$ cat config.mk
export PLATFORM = sky130hd
export DESIGN_NAME = pll_phase_sweep
export DESIGN_NICKNAME = d
export VERILOG_FILES = /design/src/rtl/pll_phase_sweep.sv
export SDC_FILE = /design/constraint.sdc
export NUM_CORES = 1
export LEC_CHECK = 0
export CAP_MARGIN = 40
export CORE_UTILIZATION = 58
export CTS_BUF_LIST = sky130_fd_sc_hd__clkbuf_4 sky130_fd_sc_hd__clkbuf_8
export DETAILED_ROUTE_END_ITERATION = 8
export PLACE_DENSITY = 0.83
export REMOVE_ABC_BUFFERS = 1
export SLEW_MARGIN = 10
export SYNTH_ARGS = -nofsm -noshare
export SYNTH_HDL_FRONTEND = slang
export SYNTH_SLANG_ARGS = --single-unit
$ cat constraint.sdc
create_clock -name clk -period 2.8 [get_ports clk]
set_clock_uncertainty 0.05 [all_clocks]
set_input_delay 0.28 -clock clk [delete_from_list [all_inputs] [get_ports clk]]
set_output_delay 0.28 -clock clk [all_outputs]
set_load 0.005 [all_outputs]
$ cat src/rtl/pll_phase_sweep.sv
// ============================================================================
//  Module   : pll_phase_sweep
//  Purpose  : Sweeps one PLL phase stage over 256 settings, scores each, and
//             applies the best-scoring setting to the cascaded PLL config word.
//  Revision : 1.0
// ============================================================================
`default_nettype none

module pll_phase_sweep #(
    parameter logic [7:0]  BASE_ADDR     = 8'hC4,
    parameter logic [23:0] CFG_DEFAULT   = 24'h40047F,
    parameter logic [15:0] SETTLE_CYCLES = 16'd1024,
    parameter logic [15:0] WINDOW_CYCLES = 16'd4096,
    parameter logic [15:0] LOCK_TIMEOUT  = 16'd65535
) (
    input  logic        clk,
    input  logic        rst,
    input  logic        locked,
    input  logic        sample_ok,
    input  logic [7:0]  Address,
    input  logic [31:0] DataIn,
    input  logic        Read,
    input  logic        Write,
    output logic [31:0] DataOut,
    output logic [23:0] cfg,
    output logic        busy,
    output logic        done
);

    typedef enum logic [2:0] {
        ST_IDLE, ST_SET, ST_SETTLE, ST_LOCKWAIT,
        ST_MEASURE, ST_COMPARE, ST_APPLY, ST_FAIL
    } state_t;

    state_t      state, state_n;
    logic [23:0] cfg_n;
    logic        done_n, err, err_n;
    logic [15:0] best_score, best_score_n, score, score_n, counter, counter_n;
    logic [7:0]  best_set, best_set_n, step, step_n, saved, saved_n;
    logic [1:0]  stage, stage_n;

    logic wr_ctrl, wr_cfg, start, abort;
    logic unused_data;

    assign wr_ctrl     = Write && (Address == BASE_ADDR);
    assign wr_cfg      = Write && (Address == BASE_ADDR + 8'd2);
    assign start       = wr_ctrl && DataIn[0];
    assign abort       = wr_ctrl && DataIn[3];
    assign busy        = (state != ST_IDLE);
    assign unused_data = ^DataIn[31:24];

    function automatic logic [7:0] get_byte(input logic [23:0] w, input logic [1:0] s);
        case (s)
            2'd1:    get_byte = w[15:8];
            2'd2:    get_byte = w[23:16];
            default: get_byte = w[7:0];
        endcase
    endfunction

    function automatic logic [23:0] put_byte(input logic [23:0] w, input logic [1:0] s,
                                             input logic [7:0] b);
        put_byte = w;
        case (s)
            2'd1:    put_byte[15:8]  = b;
            2'd2:    put_byte[23:16] = b;
            default: put_byte[7:0]   = b;
        endcase
    endfunction

    always_comb begin
        state_n      = state;
        cfg_n        = cfg;
        done_n       = done;
        err_n        = err;
        best_score_n = best_score;
        best_set_n   = best_set;
        score_n      = score;
        counter_n    = counter;
        step_n       = step;
        saved_n      = saved;
        stage_n      = stage;

        case (state)
            ST_IDLE: begin
                if (wr_cfg)
                    cfg_n = DataIn[23:0];
                if (start && !abort) begin
                    if (DataIn[2:1] == 2'd3) begin
                        err_n  = 1'b1;
                        done_n = 1'b0;
                    end else begin
                        stage_n      = DataIn[2:1];
                        saved_n      = get_byte(cfg, DataIn[2:1]);
                        best_score_n = '0;
                        best_set_n   = '0;
                        err_n        = 1'b0;
                        done_n       = 1'b0;
                        step_n       = '0;
                        state_n      = ST_SET;
                    end
                end
            end
            ST_SET: begin
                cfg_n     = put_byte(cfg, stage, step);
                counter_n = SETTLE_CYCLES;
                state_n   = ST_SETTLE;
            end
            ST_SETTLE: begin
                if (counter <= 16'd1) begin
                    counter_n = LOCK_TIMEOUT;
                    state_n   = ST_LOCKWAIT;
                end else begin
                    counter_n = counter - 16'd1;
                end
            end
            ST_LOCKWAIT: begin
                if (locked) begin
                    counter_n = WINDOW_CYCLES;
                    score_n   = '0;
                    state_n   = ST_MEASURE;
                end else if (counter <= 16'd1) begin
                    state_n = ST_FAIL;
                end else begin
                    counter_n = counter - 16'd1;
                end
            end
            ST_MEASURE: begin
                // Lock loss invalidates the partial window; restart from scratch.
                if (!locked) begin
                    counter_n = LOCK_TIMEOUT;
                    score_n   = '0;
                    state_n   = ST_LOCKWAIT;
                end else begin
                    if (score != 16'hFFFF)
                        score_n = score + {15'd0, sample_ok};
                    if (counter <= 16'd1)
                        state_n = ST_COMPARE;
                    else
                        counter_n = counter - 16'd1;
                end
            end
            ST_COMPARE: begin
                if (score > best_score) begin
                    best_score_n = score;
                    best_set_n   = step;
                end
                if (step == 8'hFF) begin
                    state_n = ST_APPLY;
                end else begin
                    step_n  = step + 8'd1;
                    state_n = ST_SET;
                end
            end
            ST_APPLY: begin
                cfg_n   = put_byte(cfg, stage, best_set);
                done_n  = 1'b1;
                state_n = ST_IDLE;
            end
            ST_FAIL: begin
                cfg_n   = put_byte(cfg, stage, saved);
                err_n   = 1'b1;
                done_n  = 1'b0;
                state_n = ST_IDLE;
            end
            default: state_n = ST_IDLE;
        endcase

        if (abort && state != ST_IDLE) begin
            cfg_n   = put_byte(cfg, stage, saved);
            done_n  = 1'b0;
            err_n   = 1'b0;
            state_n = ST_IDLE;
        end
    end

    always_ff @(posedge clk or negedge rst) begin
        if (!rst) begin
            state      <= ST_IDLE;
            cfg        <= CFG_DEFAULT;
            done       <= 1'b0;
            err        <= 1'b0;
            best_score <= '0;
            best_set   <= '0;
            score      <= '0;
            counter    <= '0;
            step       <= '0;
            saved      <= '0;
            stage      <= '0;
        end else begin
            state      <= state_n;
            cfg        <= cfg_n;
            done       <= done_n;
            err        <= err_n;
            best_score <= best_score_n;
            best_set   <= best_set_n;
            score      <= score_n;
            counter    <= counter_n;
            step       <= step_n;
            saved      <= saved_n;
            stage      <= stage_n;
        end
    end

    always_ff @(posedge clk or negedge rst) begin
        if (!rst) begin
            DataOut <= '0;
        end else if (Read && Address == BASE_ADDR + 8'd1) begin
            DataOut <= {best_score, best_set, 5'b0, err, done, busy};
        end else if (Read && Address == BASE_ADDR + 8'd2) begin
            DataOut <= {8'd0, cfg};
        end else begin
            DataOut <= '0;
        end
    end

endmodule

`default_nettype wire
==> impl_table.tex <==
\begin{tabular}{lr}
\hline
Metric & Value \\
\hline
\multicolumn{2}{l}{\textbf{Global routing}} \\
\quad Total global-route track usage & 31.9\% \\
\quad Via count of the first global-routing pass & 7,146 \\
\quad Largest net degree at the start of global routing & 67 \\
\quad Initial antenna violation count & 0 \\
\quad Remaining global-route overflow & 0 \\
\quad Global-route wire length before repair & 35.3 mm \\
\multicolumn{2}{l}{\textbf{Floorplanning}} \\
\quad Area inside the core boundary & 0.0132 sq mm \\
\quad Width of the chip & 118 um \\
\quad Top Ports & 104 \\
\quad Full die area & 0.0139 sq mm \\
\quad Initial Utilization & 59.3\% \\
\quad Number of core rows & 42 \\
\quad Die boundary height & 118 um \\
\multicolumn{2}{l}{\textbf{Logic synthesis}} \\
\quad Yosys top cell by area & sky130\_fd\_sc\_hd\_\_dfrtp\_1 \\
\quad Leading post-synthesis cells by cell area & sky130\_fd\_sc\_hd\_\_dfrtp\_1 40\%, sky130\_fd\_sc\_hd\_\_a211oi\_1 4.8\%, sky130\_fd\_sc\_hd\_\_ha\_1 4.3\% \\
\quad Area of the mapped netlist & 0.00782 sq mm \\
\quad Sequential area share after synthesis & 43.4\% \\
\quad Number of standard cells after synthesis & 827 \\
\quad Share of synthesized flip-flops with an asynchronous set or reset & 100\% \\
\quad Count of cell types in the netlist & 75 \\
\quad Synth top area share & 40.3\% \\
\quad Number of register bits inferred by synthesis & 135 \\
\quad Number of enable flip-flop cells after synthesis & 0 \\
\quad Top flip-flop cell by instance count after synthesis & sky130\_fd\_sc\_hd\_\_dfrtp\_1 \\
\quad Synthesis Warnings & 0 \\
\quad Mean post-synth cell area & 9.45 sq um \\
\multicolumn{2}{l}{\textbf{Clock tree}} \\
\quad Count of H-tree levels built during CTS & 4 \\
\quad Post-cts resize count & 0 \\
\quad Post-CTS setup repair buffer count & 0 \\
\quad Reg clk slew, reported paths & 0.08 ns \\
\quad Number of clock sinks seen by CTS & 135 \\
\quad Root Buffer Master & sky130\_fd\_sc\_hd\_\_clkbuf\_8 \\
\quad Worst-case clock buffer depth & 2 \\
\quad CTS Buf Count & 17 \\
\quad Hold buffers post-CTS & 1 \\
\quad Insertion delay to the later sink of the worst-skew pair & 0.46 ns \\
\quad TritonCTS clock tree & built \\
\multicolumn{2}{l}{\textbf{Route}} \\
\quad Total detailed-routing wirelength & 21.6 mm \\
\quad DRC violations left & 0 \\
\quad Remaining antenna violation count & 0 \\
\quad Post-detailed-route wirelength per cell & 19.4 um \\
\quad Number of DRC markers after the initial detailed-route iteration & 798 \\
\quad Number of iterations in the first detailed-routing pass & 8 \\
\quad Vias after detailed routing & 7,284 \\
\quad Via-per-instance ratio & 6.56 \\
\multicolumn{2}{l}{\textbf{Worst setup path}} \\
\quad Data arrival time of the worst path & 2.93 ns \\
\quad Kind of start point of the critical path & flop \\
\quad Worst-case register-to-register setup slack & 0.20 ns \\
\quad Critical path startpoint & counter[0]\$\_DFFE\_PN0P\_ \\
\quad Endpoint of the worst register-to-register path & counter[0]\$\_DFFE\_PN0P\_ \\
\quad Crit path max fanout & 15 \\
\quad Startpoint of the most critical register-to-register path & counter[0]\$\_DFFE\_PN0P\_ \\
\quad Type of the worst setup path & reg2reg \\
\quad Required @ worst endpoint & 3.14 ns \\
\quad CP endpoint & counter[0]\$\_DFFE\_PN0P\_ \\
\quad Crit. End Element & flop \\
\quad Number of cells on the worst reg-to-reg path & 10 \\
\multicolumn{2}{l}{\textbf{Power and ir drop}} \\
\quad Total power & 8.51 mW \\
\quad Peak supply drop & 0.000586 V \\
\quad Net switching component of the power & 3.62 mW \\
\quad Sw frac & 42.6\% \\
\quad Sequential Power Share & 34.8\% \\
\quad Power density over the cells & 905 mW/mm\^{}2 \\
\quad Clock power frac & 19.5\% \\
\quad Cell internal power dissipation & 4.89 mW \\
\quad Part of the power in combinational logic & 45.8\% \\
\quad Leakage Power & 4.19 nW \\
\multicolumn{2}{l}{\textbf{Timing}} \\
\quad Max Slew Vio Count & 0 \\
\quad Final min period & 2.60 ns \\
\quad Hold Slack & 0.334 ns \\
\quad Top achievable clock speed & 385 MHz \\
\quad Setup repair after global routing missed its margin & false \\
\quad Relative max-transition margin & 52.9\% \\
\quad Final worst-path cycle share & 92.7\% \\
\quad Number of failing hold endpoints at the final stage & 0 \\
\quad Endpoints failing setup & 0 \\
\quad Worst slew pin tran & 0.704 ns \\
\multicolumn{2}{l}{\textbf{Job}} \\
\quad Max Cap Violations & 0 \\
\multicolumn{2}{l}{\textbf{Finish}} \\
\quad Layout cells sized above 1 & 11.9\% \\
\quad Net count reported at finish & 995 \\
\quad Non-filler cells in the finished layout & 1,111 \\
\quad Final core utilization & 71.4\% \\
\quad Finished layout cell area & 0.00941 sq mm \\
\quad Post-synthesis to final-layout area growth & 20.4\% \\
\quad Ant diodes & 0 \\
\multicolumn{2}{l}{\textbf{Place}} \\
\quad DP Wirelength & 14.9 mm \\
\quad Placed cell count & 1,078 \\
\quad Final weighted congestion in routability-driven placement & 0.920 \\
\quad Number of buffers added on ports & 95 \\
\quad Post-placement cell area & 0.00900 sq mm \\
\multicolumn{2}{l}{\textbf{Worst hold path}} \\
\quad Hold WC Path Type & in2async \\
\multicolumn{2}{l}{\textbf{Status}} \\
\quad Result of the run & finished, final reports clean \\
\hline
\end{tabular}
## logic make-up (layout without fill, tap and decap cells)
family | count (synthesis) | in the layout | synth area share (%)
adders and majority gates | 27 | 27 | 4.32
and+or+nand+nor | 267 | 267 | 18.1
muxes | 27 | 27 | 3.70
DFF | 135 | 135 | 43.4
AOI/OAI and AO/OA | 281 | 281 | 25.1
xor gates and xnor gates | 6 | 6 | 0.672
buffers and inverters | 84 | 192 | 4.72
## cells in the final DEF (no fill, tap or decap), types with 12 or more instances in the layout
cell type | synthesis | layout
sky130_fd_sc_hd__o21ai_1 | 18 | 18
sky130_fd_sc_hd__a211oi_1 | 50 | 50
sky130_fd_sc_hd__inv_1 | 34 | 34
sky130_fd_sc_hd__a22o_1 | 20 | 20
sky130_fd_sc_hd__a21oi_1 | 64 | 64
sky130_fd_sc_hd__clkbuf_8 | 0 | 17
sky130_fd_sc_hd__and2_1 | 21 | 21
sky130_fd_sc_hd__o21ai_0 | 48 | 48
sky130_fd_sc_hd__buf_4 | 3 | 25
sky130_fd_sc_hd__nand2_1 | 62 | 62
sky130_fd_sc_hd__nand3_1 | 31 | 31
sky130_fd_sc_hd__and3_1 | 14 | 14
sky130_fd_sc_hd__mux2i_1 | 12 | 12
sky130_fd_sc_hd__ha_1 | 27 | 27
sky130_fd_sc_hd__nor2_1 | 68 | 68
sky130_fd_sc_hd__clkdlybuf4s50_1 | 0 | 94
sky130_fd_sc_hd__dfrtp_1 | 126 | 125
sky130_fd_sc_hd__a221o_1 | 27 | 27
## registers in the layout, indices dropped and copies added, names as in the netlist
name        cells
counter        16
cfg            24
state           3
err             1
best_set        8
score          16
DataOut        32
done            1
stage           2
best_score     16
step            8
saved           8
## metal layers
layer  GRT usage [%]  share of wire (%)  vias up
met2            50.3                 47      451
met3            6.25                9.1       81
met1            42.0                 41     3489
met5               0                  0        -
met4            16.3                3.3        0
li1                -                  -     3263
## synthesized netlist by cell type (4+ instances only)
library cell / instances
sky130_fd_sc_hd__buf_2: 10
sky130_fd_sc_hd__and2_1: 21
sky130_fd_sc_hd__a21oi_1: 64
sky130_fd_sc_hd__a221o_1: 27
sky130_fd_sc_hd__dfrtp_1: 126
sky130_fd_sc_hd__o21ai_1: 18
sky130_fd_sc_hd__a22o_1: 20
sky130_fd_sc_hd__nand4_1: 11
sky130_fd_sc_hd__o31ai_1: 4
sky130_fd_sc_hd__nor4_1: 4
sky130_fd_sc_hd__buf_6: 4
sky130_fd_sc_hd__a31oi_1: 6
sky130_fd_sc_hd__nand3_1: 31
sky130_fd_sc_hd__mux2_2: 7
sky130_fd_sc_hd__nor2b_1: 8
sky130_fd_sc_hd__a22oi_1: 9
sky130_fd_sc_hd__dfstp_2: 9
sky130_fd_sc_hd__o22ai_1: 4
sky130_fd_sc_hd__mux2_1: 8
sky130_fd_sc_hd__clkbuf_1: 26
sky130_fd_sc_hd__nand2b_1: 8
sky130_fd_sc_hd__ha_1: 27
sky130_fd_sc_hd__inv_1: 34
sky130_fd_sc_hd__nor2_1: 68
sky130_fd_sc_hd__and3_1: 14
sky130_fd_sc_hd__o21ai_0: 48
sky130_fd_sc_hd__buf_1: 4
sky130_fd_sc_hd__nor3_1: 11
sky130_fd_sc_hd__a211oi_1: 50
sky130_fd_sc_hd__nand2_1: 62
sky130_fd_sc_hd__mux2i_1: 12
## worst min-delay path by stage
stage | from | endpoint | slack [ns] | cells after the start
2_1_floorplan | rst | DataOut[0]$_DFF_PN0_ | -0.07 | 0
3_3_place_gp | rst | DataOut[26]$_DFF_PN0_ | 0.25 | 1
3_5_place_dp | rst | DataOut[27]$_DFF_PN0_ | 0.26 | 1
4_1_cts | rst | DataOut[27]$_DFF_PN0_ | 0.34 | 2
5_1_grt | rst | DataOut[26]$_DFF_PN0_ | 0.39 | 2
6_report | rst | DataOut[27]$_DFF_PN0_ | 0.33 | 2
## per-stage QoR
| step | setup slack (ns) | TNS (ns) |
|---|---|---|
| 2_1_floorplan | -0.521 | -9.90 |
| 3_3_place_gp | 0.338 | 0 |
| 3_5_place_dp | 0.261 | 0 |
| 4_1_cts | 0.246 | 0 |
| 5_1_grt | 0.0185 | 0 |
| 6_report | 0.205 | 0 |
## power by group through the flow
| stage | registers, mW | logic, mW | clock network (mW) |
|---|---|---|---|
| global placement | 2.94 | 3.63 | 0 |
| finish | 2.96 | 3.90 | 1.66 |
| detailed placement | 2.98 | 3.77 | 0 |
| CTS | 2.94 | 3.80 | 1.68 |
| global route | 3.01 | 4.19 | 1.75 |
| floorplan | 2.88 | 2.37 | 0 |
## cell type report
class / count / area, sq um
Multi-Input combinational cell: 608 / 4070
Tap cell: 176 / 220
Inverter: 37 / 139
Timing Repair Buffer: 123 / 1190
Clock buffer: 17 / 234
Clock inverter: 15 / 170
Sequential cell: 135 / 3390
Fill cell: 991 / 3780
## worst max-delay path, cell delays in order (launching register included)
cell and delay, ns:
sky130_fd_sc_hd__dfrtp_1 0.47, sky130_fd_sc_hd__inv_1 0.14, sky130_fd_sc_hd__ha_1 0.25, sky130_fd_sc_hd__o21ai_0 0.23
sky130_fd_sc_hd__nor2_4 0.40, sky130_fd_sc_hd__inv_2 0.21, sky130_fd_sc_hd__ha_1 0.22, sky130_fd_sc_hd__or3_1 0.29
sky130_fd_sc_hd__o21ai_0 0.09, sky130_fd_sc_hd__nand2_1 0.07, sky130_fd_sc_hd__nand4_1 0.11
No activity file was read; power rests on OpenSTA's default activity.
